===== src/rtl/sd_controller_wb.sv =====
// ---------------------------------------------------------------------------
// sd_controller_wb
// Wishbone B3 slave register file for the SD card controller. Holds the
// host-programmable configuration (command, argument, timeouts, clock
// divider, block size/count, DMA address, interrupt enables), returns the
// command/data engine responses and interrupt status, and generates
// one-cycle strobes for command start and interrupt clears.
//
// Ports:
//   wb_clk_i, wb_rst_i (sync, active-low)     clock / reset
//   wb_dat_i, wb_adr_i, wb_sel_i, wb_we_i,    Wishbone request
//   wb_cyc_i, wb_stb_i
//   wb_dat_o, wb_ack_o                         Wishbone response
//   cmd_start, cmd_int_rst, data_int_rst       one-cycle strobes
//   *_reg outputs                              configuration registers
//   response_*_reg, *_int_status_reg inputs    engine status for readback
//
// Handshake: a request is valid while cyc & stb are high; the slave
// accepts it on the first edge where ack is low (access = cyc & stb & ~ack)
// and answers with a single-cycle registered ack on the following cycle,
// with wb_dat_o valid while ack is high. The master drops stb on ack, so
// every request is acknowledged exactly once.
// ---------------------------------------------------------------------------
module sd_controller_wb #(
   parameter int CMD_REG_SIZE      = 14,
   parameter int CMD_TIMEOUT_W     = 24,
   parameter int DATA_TIMEOUT_W    = 24,
   parameter int BLKSIZE_W         = 12,
   parameter int BLKCNT_W          = 16,
   parameter int INT_CMD_SIZE      = 5,
   parameter int INT_DATA_SIZE     = 3,
   parameter int RESET_BLOCK_SIZE  = 511,
   parameter int RESET_CLK_DIV     = 0,
   parameter int SUPPLY_VOLTAGE_mV = 3300
) (
   input  logic                      wb_clk_i,
   input  logic                      wb_rst_i,
   input  logic [31:0]               wb_dat_i,
   output logic [31:0]               wb_dat_o,
   input  logic [7:0]                wb_adr_i,
   input  logic [3:0]                wb_sel_i,
   input  logic                      wb_we_i,
   input  logic                      wb_cyc_i,
   input  logic                      wb_stb_i,
   output logic                      wb_ack_o,
   output logic                      cmd_start,
   output logic                      data_int_rst,
   output logic                      cmd_int_rst,
   output logic [31:0]               argument_reg,
   output logic [CMD_REG_SIZE-1:0]   command_reg,
   input  logic [31:0]               response_0_reg,
   input  logic [31:0]               response_1_reg,
   input  logic [31:0]               response_2_reg,
   input  logic [31:0]               response_3_reg,
   output logic                      software_reset_reg,
   output logic [CMD_TIMEOUT_W-1:0]  cmd_timeout_reg,
   output logic [DATA_TIMEOUT_W-1:0] data_timeout_reg,
   output logic [BLKSIZE_W-1:0]      block_size_reg,
   output logic                      controll_setting_reg,
   input  logic [INT_CMD_SIZE-1:0]   cmd_int_status_reg,
   output logic [INT_CMD_SIZE-1:0]   cmd_int_enable_reg,
   output logic [7:0]                clock_divider_reg,
   output logic [BLKCNT_W-1:0]       block_count_reg,
   output logic [31:0]               dma_addr_reg,
   input  logic [INT_DATA_SIZE-1:0]  data_int_status_reg,
   output logic [INT_DATA_SIZE-1:0]  data_int_enable_reg
);

   localparam logic [7:0] ADR_ARGUMENT     = 8'h00;
   localparam logic [7:0] ADR_COMMAND      = 8'h04;
   localparam logic [7:0] ADR_RESP0        = 8'h08;
   localparam logic [7:0] ADR_RESP1        = 8'h0C;
   localparam logic [7:0] ADR_RESP2        = 8'h10;
   localparam logic [7:0] ADR_RESP3        = 8'h14;
   localparam logic [7:0] ADR_DATA_TIMEOUT = 8'h18;
   localparam logic [7:0] ADR_CONTROLLER   = 8'h1C;
   localparam logic [7:0] ADR_CMD_TIMEOUT  = 8'h20;
   localparam logic [7:0] ADR_CLOCK_D      = 8'h24;
   localparam logic [7:0] ADR_RESET        = 8'h28;
   localparam logic [7:0] ADR_VOLTAGE      = 8'h2C;
   localparam logic [7:0] ADR_CAPA         = 8'h30;
   localparam logic [7:0] ADR_CMD_ISR      = 8'h34;
   localparam logic [7:0] ADR_CMD_ISER     = 8'h38;
   localparam logic [7:0] ADR_DATA_ISR     = 8'h3C;
   localparam logic [7:0] ADR_DATA_ISER    = 8'h40;
   localparam logic [7:0] ADR_BLKSIZE      = 8'h44;
   localparam logic [7:0] ADR_BLKCNT       = 8'h48;
   localparam logic [7:0] ADR_DST_SRC_ADDR = 8'h60;

   logic        access;
   logic        wr;
   logic [31:0] rd_data;

   assign access = wb_cyc_i & wb_stb_i & ~wb_ack_o;
   assign wr     = access & wb_we_i;

   // Byte-lane merge on a 32-bit view; narrow registers zero-extend their
   // current value in and truncate the result, so absent lanes are dropped.
   function automatic logic [31:0] merge(input logic [31:0] cur,
                                         input logic [31:0] dat,
                                         input logic [3:0]  sel);
      logic [31:0] res;
      res = cur;
      for (int i = 0; i < 4; i++) begin
         if (sel[i]) res[8*i +: 8] = dat[8*i +: 8];
      end
      return res;
   endfunction

   always_comb begin
      rd_data = 32'h0;
      case (wb_adr_i)
         ADR_ARGUMENT:     rd_data = argument_reg;
         ADR_COMMAND:      rd_data = 32'(command_reg);
         ADR_RESP0:        rd_data = response_0_reg;
         ADR_RESP1:        rd_data = response_1_reg;
         ADR_RESP2:        rd_data = response_2_reg;
         ADR_RESP3:        rd_data = response_3_reg;
         ADR_DATA_TIMEOUT: rd_data = 32'(data_timeout_reg);
         ADR_CONTROLLER:   rd_data = 32'(controll_setting_reg);
         ADR_CMD_TIMEOUT:  rd_data = 32'(cmd_timeout_reg);
         ADR_CLOCK_D:      rd_data = 32'(clock_divider_reg);
         ADR_RESET:        rd_data = 32'(software_reset_reg);
         ADR_VOLTAGE:      rd_data = 32'(SUPPLY_VOLTAGE_mV);
         ADR_CAPA:         rd_data = 32'h0;
         ADR_CMD_ISR:      rd_data = 32'(cmd_int_status_reg);
         ADR_CMD_ISER:     rd_data = 32'(cmd_int_enable_reg);
         ADR_DATA_ISR:     rd_data = 32'(data_int_status_reg);
         ADR_DATA_ISER:    rd_data = 32'(data_int_enable_reg);
         ADR_BLKSIZE:      rd_data = 32'(block_size_reg);
         ADR_BLKCNT:       rd_data = 32'(block_count_reg);
         ADR_DST_SRC_ADDR: rd_data = dma_addr_reg;
         default:          rd_data = 32'h0;
      endcase
   end

   always_ff @(posedge wb_clk_i) begin
      if (!wb_rst_i) begin
         wb_ack_o             <= 1'b0;
         wb_dat_o             <= 32'h0;
         cmd_start            <= 1'b0;
         cmd_int_rst          <= 1'b0;
         data_int_rst         <= 1'b0;
         argument_reg         <= 32'h0;
         command_reg          <= '0;
         software_reset_reg   <= 1'b0;
         cmd_timeout_reg      <= '0;
         data_timeout_reg     <= '0;
         block_size_reg       <= BLKSIZE_W'(RESET_BLOCK_SIZE);
         controll_setting_reg <= 1'b0;
         cmd_int_enable_reg   <= '0;
         clock_divider_reg    <= 8'(RESET_CLK_DIV);
         block_count_reg      <= '0;
         dma_addr_reg         <= 32'h0;
         data_int_enable_reg  <= '0;
      end else begin
         wb_ack_o     <= access;
         cmd_start    <= 1'b0;
         cmd_int_rst  <= 1'b0;
         data_int_rst <= 1'b0;
         // Read data is captured on every access so it lines up with ack,
         // and is held until the next access.
         if (access) wb_dat_o <= rd_data;
         if (wr) begin
            case (wb_adr_i)
               ADR_ARGUMENT: begin
                  argument_reg <= merge(argument_reg, wb_dat_i, wb_sel_i);
                  cmd_start    <= 1'b1;
               end
               ADR_COMMAND:
                  command_reg <= CMD_REG_SIZE'(merge(32'(command_reg), wb_dat_i, wb_sel_i));
               ADR_DATA_TIMEOUT:
                  data_timeout_reg <= DATA_TIMEOUT_W'(merge(32'(data_timeout_reg), wb_dat_i, wb_sel_i));
               ADR_CONTROLLER:
                  controll_setting_reg <= 1'(merge(32'(controll_setting_reg), wb_dat_i, wb_sel_i));
               ADR_CMD_TIMEOUT:
                  cmd_timeout_reg <= CMD_TIMEOUT_W'(merge(32'(cmd_timeout_reg), wb_dat_i, wb_sel_i));
               ADR_CLOCK_D:
                  clock_divider_reg <= 8'(merge(32'(clock_divider_reg), wb_dat_i, wb_sel_i));
               ADR_RESET:
                  software_reset_reg <= 1'(merge(32'(software_reset_reg), wb_dat_i, wb_sel_i));
               ADR_CMD_ISR:
                  cmd_int_rst <= 1'b1;
               ADR_CMD_ISER:
                  cmd_int_enable_reg <= INT_CMD_SIZE'(merge(32'(cmd_int_enable_reg), wb_dat_i, wb_sel_i));
               ADR_DATA_ISR:
                  data_int_rst <= 1'b1;
               ADR_DATA_ISER:
                  data_int_enable_reg <= INT_DATA_SIZE'(merge(32'(data_int_enable_reg), wb_dat_i, wb_sel_i));
               ADR_BLKSIZE:
                  block_size_reg <= BLKSIZE_W'(merge(32'(block_size_reg), wb_dat_i, wb_sel_i));
               ADR_BLKCNT:
                  block_count_reg <= BLKCNT_W'(merge(32'(block_count_reg), wb_dat_i, wb_sel_i));
               ADR_DST_SRC_ADDR:
                  dma_addr_reg <= merge(dma_addr_reg, wb_dat_i, wb_sel_i);
               default: ;
            endcase
         end
      end
   end

endmodule


===== config.mk =====
export PLATFORM = sky130hd
export DESIGN_NAME = sd_controller_wb
export DESIGN_NICKNAME = d
export VERILOG_FILES = /design/src/rtl/sd_controller_wb.sv
export SDC_FILE = /design/constraint.sdc
export NUM_CORES = 1
export LEC_CHECK = 0
export CAP_MARGIN = 20
export CORE_AREA = 2 2 154 156
export CTS_CLUSTER_DIAMETER = 120
export DETAILED_ROUTE_END_ITERATION = 10
export DIE_AREA = 0 0 156 158
export HOLD_SLACK_MARGIN = 0.05
export PLACE_DENSITY = 0.84
export RECOVER_POWER = 25
export SLEW_MARGIN = 20
export SYNTH_ARGS = -nofsm -noshare
export SYNTH_HDL_FRONTEND = slang
export SYNTH_SLANG_ARGS = --single-unit

===== constraint.sdc =====
create_clock -name wb_clk_i -period 3.41 [get_ports wb_clk_i]
set_clock_uncertainty 0.05 [all_clocks]
set_input_delay 0.682 -clock wb_clk_i [delete_from_list [all_inputs] [get_ports wb_clk_i]]
set_output_delay 0.682 -clock wb_clk_i [all_outputs]
set_load 0.03 [all_outputs]

Word level (Yosys, flattened, before mapping)
Index checks and enable logic that the tools add are counted.
{"block": "word_totals", "reg_bits": 208, "latch_bits": 0, "ram_bits": 0, "rom_bits": 0, "inputBits": 185, "out_inout_bits": 208, "elab_cells": 83, "mem_count": 0}
{"block": "op_classes", "add_sub_neg": 0, "mul": 0, "n_div": 0, "order_cmp": 0, "eq_ne": 18, "shifts": 0, "muxes": 4, "bitwise": 4, "n_reduce_logical": 27}
{"cell": "$pmux W32 S19", "count": 1}
{"cell": "$reduce_and A3 Y1", "count": 25}
{"cell": "$eq A8 B6 Y1 const B", "count": 7}
{"cell": "$eq A8 B5 Y1 const B", "count": 4}
{"cell": "$eq A8 B7 Y1 const B", "count": 4}
{"cell": "$eq A8 B4 Y1 const B", "count": 2}
{"cell": "$eq A8 B3 Y1 const B", "count": 1}
{"cell": "$logic_not A8 Y1", "count": 1}
{"cell": "$and A1 B1 Y1", "count": 3}
{"cell": "$mux W1", "count": 3}
{"cell": "$reduce_and A2 Y1", "count": 1}
{"cell": "$not A1 Y1", "count": 1}

Depth between registers and ports, before layout
{"block": "depth", "depth_word": 4, "ltp_mapped": 9, "ltp_nobuf": 5}

Least setup slack after synthesis
OpenSTA, ideal clock, no wires.
{"block": "synth_path", "path_type": "in2reg", "startpoint": "input port wb_adr_i[0]", "endpoint": "register wb_dat_o[13]", "setup_ns": 0.086, "t_arrival_ns": 2.127, "required_time_ns": 3.274, "path_slack_ns": 1.146, "cell_stages": 8, "n_path_buf": 3, "path_cell_list": "buf_4 or4b_1 buf_6 nor2_4 buf_6 o2bb2ai_2 a221oi_2 a221oi_2"}
{"block": "synth_via", "elab_chain_cells": 2, "elab_cells_between_ends": 20, "cone_classes": "18 x eq/ne; 1 x mux; 1 x reduce/logical"}
{"element": "start: declaration", "line": "40", "text": "input logic [7:0] wb_adr_i,"}
{"element": "$eq A8 B7 Y1, or another cell as far along", "line": "112", "text": "case (wb_adr_i)"}
{"element": "$pmux W32 S19 (*)", "line": "112"}
{"element": "end signal: assignment", "line": "163", "text": "if (access) wb_dat_o <= rd_data;"}
{"element": "end: declaration", "line": "39", "text": "output logic [31:0] wb_dat_o,"}
Every way passes the cells marked *; elsewhere a longest branch is shown, timed or not.
A chain may end at the register's enable or synchronous reset.

Worst setup path in the final report
{"block": "layout_path", "startpoint": "input port wb_adr_i[1]", "endpoint": "register argument_reg[22]"}
{"block": "layout_via", "elab_chain_cells": 2}
{"element": "$logic_not A8 Y1", "line": "165", "text": "case (wb_adr_i)"}
{"element": "$reduce_and A3 Y1 (no source line)"}
{"element": "end signal: assignment", "line": "167", "text": "argument_reg <= merge(argument_reg, wb_dat_i, wb_sel_i);"}
{"element": "end: declaration", "line": "49", "text": "output logic [31:0] argument_reg,"}
No other way between the ends.

==> run summary <==
CP Cell Sequence: clkdlybuf4s50_1, buf_4, or4_4, nor2_8, nand2_1, nand2_1, a21oi_1
Remaining Overflow, GRT: 0
Crit Path Max Fanout: 21
worst vdd ir: 0.362 mV
Final Hold Vio Count: 0
MaxCap Viol Count: 0
Worst path slowest cell: or4_4
Register Area: 0.00416 sq mm
largest net degree at the start of global routing: 89
commonest non-fill, non-tap cell in the layout: clkdlybuf4s50_1
Tmin final: 2.71 ns
Synth area leader: dfxtp_1
kind of critical path: in2reg
ys flop type: dfxtp_1
Area Overhead vs Synth: 47.5%
CTS Hold Bufs: 0
Vias: 12488
layout cell share with drive strength beyond 1: 10.0%
status: finished clean
Yosys cell types: 72
f_max: 369 MHz
Residual DRC: 0
RSZ-0062 raised after global routing: false
I/O pins: 393
Die H: 158 microns
top cell type's share of synthesized area: 39.5%
Pwr Density: 368 mW/mm^2
remaining antenna violation count: 0
top cells by area, synth: dfxtp_1 (40%), nand2_1 (9.3%), a21oi_1 (7.0%)
Synth Net Count: 1457
pin slew with the least headroom to its limit: 1.02 ns
routed length per instance: 26.7 microns
number of port buffers: 392
core area: 0.0231 sq mm
Setup violations, final: 0
drt first pass iters: 6
Lkg Pwr: 5.79 nW
Post-synth ARST share: 0%
worst skew pair latency: 0.53 ns
clk sinks: 208
setup ws final: 0.701 ns
Tot Pwr: 5.71 mW
Worst setup EP type: flop
die width: 156 microns
ratio of final minimum period to clock period: 79.5%
CTS clk-pin slew, worst paths: 0.06 ns
RD Place Congestion: 0.989
CP Launch Type: input port
setup_tns: 0 ns
fillers: 1913
clock tree buffer depth: 3
CTS tree: done
Synth Instances: 1272
vias in the first global route: 11795
multi-input logic area: 0.00571 sq mm
Avg Vias per Cell: 6.40
# rows: 56
Slowest Stage Delay on Critical Path: 0.68 ns
nets@finish: 1828
clock root buffer: clkbuf_16
Routed WL: 52.2 mm
cell mode on critical path: nand2_1
min-delay worst type: reg2reg
Final Max Tran Viols: 0
Post-synth EDFFs: 0
Critical Path AT: 3.04 ns
sequential area share after synthesis: 39.5%
pre-CTS worst setup slack: 0.248 ns
setup bufs post-CTS: 0
Post-Syn Area: 0.0105 sq mm
CP delay by family, top: simple AND/OR/NAND/NOR gates
first-pass GRT wire length: 74.7 mm
Syn Area/Cell: 8.28 sq um
synthesized flop and latch total: 208
final hold slack: 0.398 ns
commonest non-fill, non-tap cells in the layout: clkdlybuf4s50_1 (288), nand2_1 (261), dfxtp_1 (208), a21oi_1 (148), nand3_1 (130)
post-cts gate resize count: 0
DR iter-0 viols: 1611
gr usage total: 40.4%
cts bufs inserted: 24
Max transition margin: 31.7%
die area: 0.0246 sq mm
initial antenna violation count: 2
Critical Path RT: 3.74 ns
DP Wirelength: 39.2 mm
YS warnings: 0
worst path bufs/invs: 2
Starting Density: 45.7%
H-tree depth: 1
cell type report:
type | instances | area share [%]
Multi-Input combinational cell | 948 | 36.8
Timing Repair Buffer | 458 | 28.8
Sequential cell | 208 | 26.8
Clock buffer | 34 | 4.30
Tap cell | 290 | 2.34
Clock inverter | 9 | 0.878
Inverter | 3 | 0.0886
Antenna cell | 2 | 0.0322
report_power, final:
| part | switching (mW) | internal [mW] | total (mW) |
|---|---|---|---|
| registers | 0.000783 | 2.43 | 2.43 |
| logic | 0.334 | 0.288 | 0.622 |
| clock network | 1.07 | 1.59 | 2.66 |
| total | 1.40 | 4.31 | 5.71 |
stage by stage:
step           cells  util (%)  cell area (sq um)
4_1_cts         1950      67.4              15500
5_1_grt         1952      67.4              15500
6_report        1952      67.4              15500
2_1_floorplan   1272         -              10500
3_3_place_gp    1907      63.9              14700
3_5_place_dp    1907      63.9              14700
Yosys cell counts (8+ instances only):
| master | instances |
|---|---|
| nand2_1 | 261 |
| dfxtp_1 | 208 |
| a21oi_1 | 148 |
| nand3_1 | 130 |
| mux2i_1 | 65 |
| nor2_1 | 57 |
| a22oi_1 | 53 |
| clkbuf_1 | 45 |
| buf_2 | 35 |
| a22o_1 | 21 |
| o21ai_0 | 19 |
| buf_6 | 17 |
| buf_4 | 16 |
| mux2_2 | 14 |
| a221oi_1 | 11 |
| and3_1 | 11 |
| nor3_1 | 11 |
| o2bb2ai_1 | 11 |
| and2_1 | 10 |
| o22ai_1 | 8 |
tightest hold or removal path, delay by kind of cell, from the launching register on:
kind | cells | cell delay (ns)
compound gates | 1 | 0.05
flops | 1 | 0.32
simple gates | 1 | 0.04
metal layers:
| metal | routed length [microns] | global-route usage (%) |
|---|---|---|
| met1 | 18800 | 51.0 |
| met4 | 2820 | 20.5 |
| met5 | 0 | 0 |
| met2 | 24000 | 65.9 |
| met3 | 6650 | 8.16 |
cell families (layout without fill, tap and decap cells):
logic type	count (synthesis)	in the layout	synth area share [%]
AND/OR/NAND/NOR	535	535	24.7
AO/OA/AOI/OAI	332	332	21.3
flip-flops	208	208	39.5
buffers and inverters	116	504	6.33
other	0	2	0
multiplexers	81	81	8.10
path summary, 6_finish.rpt:
path                      from                    end  slack [ns]  cells after the start
hold / removal    wb_dat_o[31]           wb_dat_o[31]        0.40                      2
setup reg to reg      wb_ack_o  cmd_int_enable_reg[4]        1.22                      5
setup / recovery   wb_adr_i[1]       argument_reg[22]        0.70                      7
hold reg to reg   wb_dat_o[31]           wb_dat_o[31]        0.40                      2
Power figures use the tool's default switching activity.
